### src/rtl/mem_read_port_arbiter_if.sv
// ---------------------------------------------------------------------------
// mem_read_port_arbiter_if
// Bundles the two requester handshakes (fetch port I, data-load port D) and
// the byte-wide memory read port of mem_read_port_arbiter.
//   i_req_* / d_req_*   : request valid/ready, start address, log2 size
//   i_resp_* / d_resp_* : one-cycle response valid and 64-bit LE data
//   raddr / rdata       : memory read address and same-cycle read byte
//   busy / owner        : arbiter status
// Modports:
//   slave  : the arbiter side
//   master : the requester/memory side (testbench or core)
// ---------------------------------------------------------------------------
interface mem_read_port_arbiter_if #(
  parameter int ADDR_W = 64
);
  logic              i_req_valid;
  logic              i_req_ready;
  logic [ADDR_W-1:0] i_req_addr;
  logic [1:0]        i_req_size;
  logic              i_resp_valid;
  logic [63:0]       i_resp_data;

  logic              d_req_valid;
  logic              d_req_ready;
  logic [ADDR_W-1:0] d_req_addr;
  logic [1:0]        d_req_size;
  logic              d_resp_valid;
  logic [63:0]       d_resp_data;

  logic [ADDR_W-1:0] raddr;
  logic [7:0]        rdata;
  logic              busy;
  logic              owner;

  modport slave (
    input  i_req_valid, i_req_addr, i_req_size,
    input  d_req_valid, d_req_addr, d_req_size,
    input  rdata,
    output i_req_ready, i_resp_valid, i_resp_data,
    output d_req_ready, d_resp_valid, d_resp_data,
    output raddr, busy, owner
  );

  modport master (
    output i_req_valid, i_req_addr, i_req_size,
    output d_req_valid, d_req_addr, d_req_size,
    output rdata,
    input  i_req_ready, i_resp_valid, i_resp_data,
    input  d_req_ready, d_resp_valid, d_resp_data,
    input  raddr, busy, owner
  );
endinterface

### src/rtl/mem_read_port_arbiter.sv
// ---------------------------------------------------------------------------
// mem_read_port_arbiter
// Shares one byte-wide memory read port between instruction fetch (I) and
// data load (D). A granted request reads 1/2/4/8 consecutive bytes, one per
// cycle, assembles them little-endian into a 64-bit word and returns it with
// a one-cycle valid pulse to the requester that owned the transaction.
// Ties alternate: the requester that did not win last time wins.
// Ports:
//   clk   : system clock
//   reset : synchronous active-high reset, aborts any transaction
//   bus   : mem_read_port_arbiter_if.slave (requests, responses, memory port,
//           busy/owner status)
// ---------------------------------------------------------------------------
module mem_read_port_arbiter #(
  parameter int ADDR_W    = 64,
  parameter bit TIE_FIRST = 1'b0
) (
  input  logic                     clk,
  input  logic                     reset,
  mem_read_port_arbiter_if.slave   bus
);

  typedef enum logic [1:0] {
    ST_IDLE = 2'd0,
    ST_READ = 2'd1,
    ST_RESP = 2'd2
  } state_t;

  state_t            r_state;
  logic [2:0]        r_count;
  logic [1:0]        r_size;
  logic [ADDR_W-1:0] r_raddr;
  logic              r_owner;
  logic              r_last_owner;
  logic              r_busy;
  logic              r_i_resp_valid;
  logic              r_d_resp_valid;
  logic [7:0]        r_asm [8];

  logic              w_idle;
  logic              w_i_grant;
  logic              w_d_grant;
  logic              w_accept;
  logic [ADDR_W-1:0] w_sel_addr;
  logic [1:0]        w_sel_size;
  logic [2:0]        w_last_idx;
  logic              w_last;
  logic [63:0]       w_asm;

  // Grant is combinational in IDLE only; a reset cycle never accepts.
  assign w_idle    = (r_state == ST_IDLE) && !reset;
  // On a tie, the requester that is not last_owner wins.
  assign w_i_grant = w_idle && bus.i_req_valid && (!bus.d_req_valid || r_last_owner);
  assign w_d_grant = w_idle && bus.d_req_valid && (!bus.i_req_valid || !r_last_owner);
  assign w_accept  = w_i_grant || w_d_grant;

  assign w_sel_addr = w_d_grant ? bus.d_req_addr : bus.i_req_addr;
  assign w_sel_size = w_d_grant ? bus.d_req_size : bus.i_req_size;

  // Index of the final byte: (1 << size) - 1.
  always_comb begin
    w_last_idx = 3'd0;
    case (r_size)
      2'd0:    w_last_idx = 3'd0;
      2'd1:    w_last_idx = 3'd1;
      2'd2:    w_last_idx = 3'd3;
      default: w_last_idx = 3'd7;
    endcase
  end

  assign w_last = (r_count == w_last_idx);

  // Control FSM. raddr is kept as a running register (base + count) so the
  // memory address leaves a flop; it wraps naturally at 2^ADDR_W.
  always_ff @(posedge clk) begin
    if (reset) begin
      r_state        <= ST_IDLE;
      r_count        <= 3'd0;
      r_size         <= 2'd0;
      r_raddr        <= '0;
      r_owner        <= 1'b0;
      r_last_owner   <= ~TIE_FIRST;
      r_busy         <= 1'b0;
      r_i_resp_valid <= 1'b0;
      r_d_resp_valid <= 1'b0;
    end else begin
      r_i_resp_valid <= 1'b0;
      r_d_resp_valid <= 1'b0;
      case (r_state)
        ST_IDLE: begin
          if (w_accept) begin
            r_raddr      <= w_sel_addr;
            r_size       <= w_sel_size;
            r_owner      <= w_d_grant;
            r_last_owner <= w_d_grant;
            r_count      <= 3'd0;
            r_busy       <= 1'b1;
            r_state      <= ST_READ;
          end
        end
        ST_READ: begin
          if (w_last) begin
            r_count        <= 3'd0;
            r_raddr        <= '0;
            r_i_resp_valid <= !r_owner;
            r_d_resp_valid <= r_owner;
            r_state        <= ST_RESP;
          end else begin
            r_count <= r_count + 3'd1;
            r_raddr <= r_raddr + {{(ADDR_W-1){1'b0}}, 1'b1};
          end
        end
        ST_RESP: begin
          r_busy  <= 1'b0;
          r_state <= ST_IDLE;
        end
        default: begin
          r_state <= ST_IDLE;
        end
      endcase
    end
  end

  // Byte lanes of the assembly register. Cleared on accept so bytes above
  // the transfer size read back as zero.
  genvar gi;
  generate
    for (gi = 0; gi < 8; gi++) begin : g_lane
      always_ff @(posedge clk) begin
        if (reset || w_accept) begin
          r_asm[gi] <= 8'h00;
        end else if ((r_state == ST_READ) && (r_count == 3'(gi))) begin
          r_asm[gi] <= bus.rdata;
        end
      end
      assign w_asm[gi*8 +: 8] = r_asm[gi];
    end
  endgenerate

  assign bus.i_req_ready  = w_i_grant;
  assign bus.d_req_ready  = w_d_grant;
  assign bus.i_resp_valid = r_i_resp_valid;
  assign bus.d_resp_valid = r_d_resp_valid;
  // Data holds after RESP until the next accept; only resp_valid qualifies it.
  assign bus.i_resp_data  = w_asm;
  assign bus.d_resp_data  = w_asm;
  assign bus.raddr        = (r_state == ST_READ) ? r_raddr : '0;
  assign bus.busy         = r_busy;
  assign bus.owner        = r_owner;

endmodule

### src/flat_wrapper.sv
// flat-port wrapper written by rule: the top's interface ports become plain ports
module mem_read_port_arbiter_flat 
#(
  parameter int ADDR_W    = 64,
  parameter bit TIE_FIRST = 1'b0
)
  (clk, reset, bus_i_req_valid, bus_i_req_addr, bus_i_req_size, bus_d_req_valid, bus_d_req_addr, bus_d_req_size, bus_rdata, bus_i_req_ready, bus_i_resp_valid, bus_i_resp_data, bus_d_req_ready, bus_d_resp_valid, bus_d_resp_data, bus_raddr, bus_busy, bus_owner);
  mem_read_port_arbiter_if #(.ADDR_W(ADDR_W)) bus_i ();
  input  logic clk;
  input  logic reset;
  input wire logic [$bits(bus_i.i_req_valid)-1:0] bus_i_req_valid;
  input wire logic [$bits(bus_i.i_req_addr)-1:0] bus_i_req_addr;
  input wire logic [$bits(bus_i.i_req_size)-1:0] bus_i_req_size;
  input wire logic [$bits(bus_i.d_req_valid)-1:0] bus_d_req_valid;
  input wire logic [$bits(bus_i.d_req_addr)-1:0] bus_d_req_addr;
  input wire logic [$bits(bus_i.d_req_size)-1:0] bus_d_req_size;
  input wire logic [$bits(bus_i.rdata)-1:0] bus_rdata;
  output wire logic [$bits(bus_i.i_req_ready)-1:0] bus_i_req_ready;
  output wire logic [$bits(bus_i.i_resp_valid)-1:0] bus_i_resp_valid;
  output wire logic [$bits(bus_i.i_resp_data)-1:0] bus_i_resp_data;
  output wire logic [$bits(bus_i.d_req_ready)-1:0] bus_d_req_ready;
  output wire logic [$bits(bus_i.d_resp_valid)-1:0] bus_d_resp_valid;
  output wire logic [$bits(bus_i.d_resp_data)-1:0] bus_d_resp_data;
  output wire logic [$bits(bus_i.raddr)-1:0] bus_raddr;
  output wire logic [$bits(bus_i.busy)-1:0] bus_busy;
  output wire logic [$bits(bus_i.owner)-1:0] bus_owner;
  assign bus_i.i_req_valid = bus_i_req_valid;
  assign bus_i.i_req_addr = bus_i_req_addr;
  assign bus_i.i_req_size = bus_i_req_size;
  assign bus_i.d_req_valid = bus_d_req_valid;
  assign bus_i.d_req_addr = bus_d_req_addr;
  assign bus_i.d_req_size = bus_d_req_size;
  assign bus_i.rdata = bus_rdata;
  assign bus_i_req_ready = bus_i.i_req_ready;
  assign bus_i_resp_valid = bus_i.i_resp_valid;
  assign bus_i_resp_data = bus_i.i_resp_data;
  assign bus_d_req_ready = bus_i.d_req_ready;
  assign bus_d_resp_valid = bus_i.d_resp_valid;
  assign bus_d_resp_data = bus_i.d_resp_data;
  assign bus_raddr = bus_i.raddr;
  assign bus_busy = bus_i.busy;
  assign bus_owner = bus_i.owner;
  mem_read_port_arbiter #(.ADDR_W(ADDR_W), .TIE_FIRST(TIE_FIRST)) u_core (.clk(clk), .reset(reset), .bus(bus_i));
endmodule
### config.mk
export PLATFORM = sky130hd
export DESIGN_NAME = mem_read_port_arbiter_flat
export DESIGN_NICKNAME = d
export VERILOG_FILES = /design/src/rtl/mem_read_port_arbiter_if.sv /design/src/rtl/mem_read_port_arbiter.sv /design/src/flat_wrapper.sv
export SDC_FILE = /design/constraint.sdc
export NUM_CORES = 1
export LEC_CHECK = 0
export BUFFER_PORTS_ARGS = -buffer_cell sky130_fd_sc_hd__buf_4
export CAP_MARGIN = 20
export CORE_MARGIN = 2
export CORE_UTILIZATION = 45
export CTS_CLUSTER_SIZE = 20
export DETAILED_ROUTE_END_ITERATION = 7
export GPL_TIMING_DRIVEN = 0
export PLACE_DENSITY = 0.78
export SLEW_MARGIN = 40
export SYNTH_ARGS = -nofsm -noshare
export SYNTH_HDL_FRONTEND = slang
export SYNTH_SLANG_ARGS = --single-unit
### constraint.sdc
create_clock -name clk -period 2.05 [get_ports clk]
set_input_delay 0.205 -clock clk [delete_from_list [all_inputs] [get_ports clk]]
set_output_delay 0.205 -clock clk [all_outputs]
set_load 0.01 [all_outputs]
==> metrics, run 1 <==
Longest Clk Path Bufs=2; GR peak layer=met2; Clk pin slew, worst setup/hold paths=0.06 ns; Leak Pwr=6.04 nW; global-route track usage on met1=0.383; Worst EP arrival=2.49 ns; Power Dens Cells=689 nW/um^2; met3 Use GR=0.0796; Synth area leaders=edfxtp_1 (22%), dfxtp_1 (18%), and2_1 (8.7%); DIE WIDTH=142 microns; first-pass GRT wire length=51.3 mm; Reg area=3530 sq um; top cell type's share of synthesized area=0.225; drt wl/cell=21.5 microns; Antenna diodes=0; r2r setup slk=-0.17 ns; fmax=451 MHz; outcome=finished, violations left; First-pass DRT Iterations=8; maximum vdd drop=0.000649 V; pin count of the biggest net entering global routing=17; #FFs+latches synth=140; Post-DP HPWL=25.2 mm; Hold Buf Count CTS=0; gpl congestion=0.977; syn nets=1,160; WL final=35.8 mm; syn avg cell area=8.47 sq um; Core Footprint=18,600 sq um; Clk Latency, worst-skew pair=0.43 ns; grt ovf=0; CTS tree=built; clock sink total=140; yosys warns=0; Slew @ Worst Pin=0.773 ns; Placed Instances=1,583; Worst Skew=0.0119 ns; Slew Viols, Final=0; Iter 0 DRT Violations=1,205; sink of the worst hold path=u_core.r_size[0]; biggest area consumer among synthesized cells=edfxtp_1; met2 Resource Use GR=0.577; Vias/cell=5.98; HP Start=bus_i_req_size[0]; Post-synth EDFFs=64; critical path type=reg2reg; path category of the worst min-delay check=in2reg; DRC violations left=0; vias in the first global route=9,333; violated checks=setup timing; Core Rows=50; IO Count=342; Design Power=9.14 mW; CTS H-tree lvls=4; post-layout util=0.711; startpoint types=flip-flop; Final Hold Fails=0; asr flop ratio synth=0; Final setup viols=6; WP data required=2.32 ns; min cycle time layout=2.22 ns; Post-Syn Area=8540 sq um; Hold Crit Depth=3; fin crit share=1.08; Die Ht=142 microns; most common flop cell mapped by yosys=dfxtp_1; Worst Path Max Fanout=9; fin cells=1,666; final instance area=13,300 sq um; fill cell count=1,427; RSZ-0062 raised after global routing=yes; share of layout cells above drive strength 1=0.456; via count=9,959; Final #Nets=1,570; Cells after Synth=1,009; clk root buf=clkbuf_16; multi-input logic area=4780 sq um; die area=20,100 sq um; Cell Area, Placed=11,400 sq um; area grow syn2layout=55.2%; relative slew slack=0.485; post-synthesis sequential area ratio=0.403; r2r endpoint=u_core.r_raddr[19]; fin worst setup slack=-0.168 ns; initial antenna violation count=0; Starting Density=0.458; max cap viols=0; total track usage=0.334; clock buffer count from CTS=17; # port buffers=340; Sum Neg Setup Slack=-0.429 ns; Detail Route Antenna Nets=0; Reg-to-Reg Start=u_core.r_state[1]; r2r worst-path depth=9; Netlist cell types=69; Setup crit end kind=flip-flop
## critical path, cell delays in order, from the launching register on
cell       delay, ns
dfxtp_4         0.39
nor3_4          0.27
buf_6           0.14
nand3_4         0.09
clkbuf_16       0.16
buf_4           0.19
o221ai_1        0.42
a21oi_1         0.13
nor2_1          0.17
a211oi_1        0.09
## through the flow
stage / hold slack [ns] / setup WS (ns)
floorplan: 0.358 / 0.00116
global placement: 0.468 / -0.775
detailed placement: 0.473 / -0.759
CTS: 0.0440 / -0.00407
global route: 0.0576 / -0.182
finish: 0.0482 / -0.168
## how the worst max path moves through the flow
| stage | from | to | cells after the start |
|---|---|---|---|
| floorplan | u_core.r_raddr[0] | u_core.r_raddr[52] | 7 |
| global placement | bus_d_req_valid | u_core.r_raddr[58] | 8 |
| detailed placement | u_core.r_state[1] | bus_raddr[54] | 6 |
| CTS | u_core.r_state[0] | bus_raddr[37] | 7 |
| global route | u_core.r_raddr[22] | u_core.r_raddr[63] | 7 |
| finish | u_core.r_state[1] | u_core.r_raddr[19] | 9 |
## per-layer routing
| layer | vias to the layer above | part of all wire |
|---|---|---|
| met4 | 0 | 0.056 |
| met5 | - | 0 |
| met2 | 798 | 0.48 |
| met3 | 170 | 0.12 |
| li1 | 4426 | - |
| met1 | 4565 | 0.35 |
## cells by family (layout without fill, tap and decap cells)
| kind of cell | Yosys count | after routing | synth area share |
|---|---|---|---|
| xor+xnor | 13 | 13 | 0.0133 |
| buf+inv | 144 | 567 | 0.0923 |
| simple gates | 457 | 457 | 0.288 |
| compound gates | 238 | 238 | 0.182 |
| flops | 140 | 140 | 0.403 |
| mux | 10 | 10 | 0.0117 |
| fa+ha+maj | 7 | 7 | 0.0103 |
## timing repair
item                       4_1_cts  5_1_grt
resized for setup              145      101
setup endpoints to repair      204      136
setup buffers                   33       19
cloned                           1        4
pin swaps                       21       30
## sequential cells by signal, summed over array words and instances, names as in the netlist
| name | count |
|---|---|
| u_core.r_count | 3 |
| u_core.r_state | 2 |
| u_core.bus.owner | 1 |
| u_core.r_last_owner | 1 |
| u_core.bus.busy | 1 |
| u_core.bus.i_resp_valid | 1 |
| u_core.r_size | 2 |
| u_core.r_asm | 64 |
| u_core.bus.d_resp_valid | 1 |
| u_core.r_raddr | 64 |
## power by group
part | switching (mW) | total [mW] | internal [mW]
Clock | 1.24 | 3.16 | 1.92
Combinational | 1.25 | 2.41 | 1.16
Sequential | 0.347 | 3.57 | 3.22
## final cells by class
cell class                      count  area share
Buffer                            115      0.0667
Clock buffer                       18      0.0324
Clock inverter                     14      0.0126
Inverter                           23     0.00651
Multi-Input combinational cell    725       0.361
Sequential cell                   140       0.266
Tap cell                          234      0.0221
Timing Repair Buffer              397       0.233
## placed cells by master, fill, tap and decap left out, drive strengths merged, types with 7 or more instances in the layout
cell	n
o22ai	31
a21oi	82
nand3	37
buf	476
clkbuf	54
o221ai	14
clkinv	7
nand4	27
and3	15
or4	7
o21ai	34
mux2i	10
nor4	16
nand2	112
xnor2	8
dfxtp	76
o32ai	7
and2	119
a211oi	10
edfxtp	64
a31oi	8
ha	7
nor3	27
nor2	79
inv	26
## synth_stat cells (4+ instances only)
cell type	number
o32ai_1	7
o32a_1	5
and4_1	5
nand2b_1	5
nor4_2	4
nor2_1	79
o22ai_1	31
and3_1	15
inv_1	22
or4_1	6
edfxtp_1	64
nor3_1	26
o21ai_0	32
a211oi_1	10
clkbuf_1	48
xor2_1	5
mux2i_1	10
buf_2	6
buf_4	64
a21oi_1	81
nand3_1	34
ha_1	7
xnor2_1	8
o221ai_1	14
o21a_1	4
dfxtp_1	76
nand2_1	112
nor4_1	9
and2_1	119
o211ai_1	4
a31oi_1	8
nand4_1	23
Note: power is estimated with default switching activity, not from simulation.
==> inputs of run 2 (changes only) <==
--- a/config.mk
+++ b/config.mk
@@ -7,13 +7,13 @@
 export LEC_CHECK = 0
 export BUFFER_PORTS_ARGS = -buffer_cell sky130_fd_sc_hd__buf_4
 export CAP_MARGIN = 20
-export CORE_MARGIN = 2
+export CORE_MARGIN = 4
 export CORE_UTILIZATION = 45
 export CTS_CLUSTER_SIZE = 20
 export DETAILED_ROUTE_END_ITERATION = 7
 export GPL_TIMING_DRIVEN = 0
 export PLACE_DENSITY = 0.78
-export SLEW_MARGIN = 40
+export SLEW_MARGIN = 25
 export SYNTH_ARGS = -nofsm -noshare
 export SYNTH_HDL_FRONTEND = slang
 export SYNTH_SLANG_ARGS = --single-unit
==> run 2 against run 1 <==
  * The run still ends with setup timing left
  * Flip-flop and latch count stayed put
  * Register-to-register slack better by 0.11 ns
  * Power is 2.4% higher
  * Clock power is 6% higher
  * First-iteration DRC count is 6.3% lower
  * Clock-buffer cell count is 1 lower
  * Fmax is 5.2% higher
  * Routed wire length is 2.0% higher
  * Global-route usage is 1.4 points lower
  * Final area is 2.2% higher
  * Clock skew is 0.0042 ns lower
  * Largest power group unchanged
==> metrics, run 2 (synthesized netlist as in run 1, its figures left out) <==
first-pass GRT wire length=53.4 mm; share of layout cells above drive strength 1=0.476; Power Dens Cells=691 nW/um^2; # port buffers=340; DIE WIDTH=146 microns; path category of the worst min-delay check=in2reg; Setup crit end=u_core.r_raddr[63]; Die Ht=146 microns; die area=21,300 sq um; WL final=36.5 mm; vias in the first global route=9,512; maximum vdd drop=0.000527 V; startpoint types=flip-flop; fmax=474 MHz; min cycle time layout=2.11 ns; Iter 0 DRT Violations=1,129; r2r endpoint=u_core.r_raddr[63]; total track usage=0.320; grt ovf=0; relative slew slack=0.468; drt wl/cell=21.6 microns; Slew Viols, Final=0; gpl congestion=1.02; Reg-to-Reg Start=u_core.r_raddr[37]; Sum Neg Setup Slack=-0.116 ns; DRC violations left=0; Vias/cell=5.93; Core Footprint=18,700 sq um; pin count of the biggest net entering global routing=17; Post-DP HPWL=25.7 mm; IO Count=342; Critical Path Start=u_core.r_raddr[37]; Detail Route Antenna Nets=0; CTS tree=built; Longest Clk Path Bufs=2; Setup crit end kind=flip-flop; most frequent cells in the layout=buf_4 (457), and2_1 (110), nand2_1 (108); Place WS=-0.739 ns; Final Hold Fails=0; clock sink total=140; Hold Buf Count CTS=0; Design Power=9.36 mW; Worst EP arrival=2.47 ns; First-pass DRT Iterations=6; Final #Nets=1,591; final instance area=13,500 sq um; WP data required=2.41 ns; Starting Density=0.457; Final setup viols=4; clock buffer count from CTS=17; fin worst setup slack=-0.0579 ns; Clk Latency, worst-skew pair=0.42 ns; area grow syn2layout=58.6%; clk root buf=clkbuf_16; initial antenna violation count=1; violated checks=setup timing; Core Rows=50; most common cell after layout, fill and taps aside=buf_4; Worst Hold Slack=0.0506 ns; r2r setup slk=-0.06 ns; outcome=finished, violations left; max cap viols=0; r2r worst-path depth=7; RSZ-0062 raised after global routing=yes; Worst Skew=0.00775 ns; via count=10,000; Slew @ Worst Pin=0.798 ns; critical path type=reg2reg; CTS H-tree lvls=4; biggest regs=u_core.r_asm: 64 flops, u_core.r_raddr: 64 flops, u_core.r_count: 3 flops; Worst Path Max Fanout=6; Cell Area, Placed=11,400 sq um; Leak Pwr=6.14 nW; Clk pin slew, worst setup/hold paths=0.06 ns; fin crit share=1.03
[run 2: changes by cell type in the layout (fill, tap and decap cells not counted), moves of 3 or more]
| cell | before | now |
|---|---|---|
| buf_6 | 18 | 29 |
| buf_4 | 446 | 457 |
| dfxtp_1 | 39 | 32 |
| clkbuf_2 | 16 | 12 |
| dfxtp_2 | 22 | 28 |
| buf_2 | 5 | 10 |
| clkinv_1 | 4 | 1 |
[run 2: repair_timing]
action                     CTS  global route
gates resized for setup    163           128
buffers inserted            48            29
hold endpoints to repair     0             0
setup endpoints to repair  197           129
cloned                       4             1
pin swaps                   27            45
[run 2: worst min path at each step]
stage,start,endpoint,cells after the start
after CTS,bus_i_req_size[1],u_core.r_size[1],3
after detailed placement,u_core.r_last_owner,u_core.r_last_owner,2
after global routing,bus_i_req_size[0],u_core.r_size[0],3
after global placement,u_core.r_last_owner,u_core.r_last_owner,2
after floorplan,bus_i_req_size[0],u_core.r_size[0],2
final,bus_i_req_size[0],u_core.r_size[0],3
[run 2: worst max-delay path, stage by stage, from the launching register on]
cell	delay [ns]
dfxtp_2	0.33
buf_6	0.12
nand4_1	0.22
nor4_4	0.39
nand4_4	0.21
or4_4	0.47
a21oi_2	0.17
a2bb2oi_2	0.13
[run 2: cell type report]
cell class	instances	area, sq um
Fill cell	1372	5160
Clock buffer	17	425
Clock inverter	15	210
Sequential cell	140	3540
Inverter	23	88.8
Multi-Input combinational cell	725	4820
Antenna cell	1	2.50
Buffer	113	883
Tap cell	234	293
Timing Repair Buffer	420	3280
[run 2: power breakdown]
| group | switching, mW | internal (mW) |
|---|---|---|
| Sequential | 0.359 | 3.23 |
| Clock | 1.29 | 2.06 |
| Combinational | 1.24 | 1.18 |
[run 2: layer usage]
| metal | part of all wire | GRT usage | up-vias |
|---|---|---|---|
| li1 | - | - | 4482 |
| met1 | 0.35 | 0.357 | 4606 |
| met2 | 0.48 | 0.547 | 738 |
| met3 | 0.11 | 0.0863 | 186 |
| met4 | 0.062 | 0.191 | 0 |
| met5 | 0 | 0 | - |
[run 2: metrics by stage]
| stage | instances | util |
|---|---|---|
| 3_3_place_gp | 1583 | 0.610 |
| 2_1_floorplan | 1009 | - |
| 4_1_cts | 1663 | 0.695 |
| 6_report | 1688 | 0.724 |
| 3_5_place_dp | 1583 | 0.610 |
| 5_1_grt | 1688 | 0.724 |
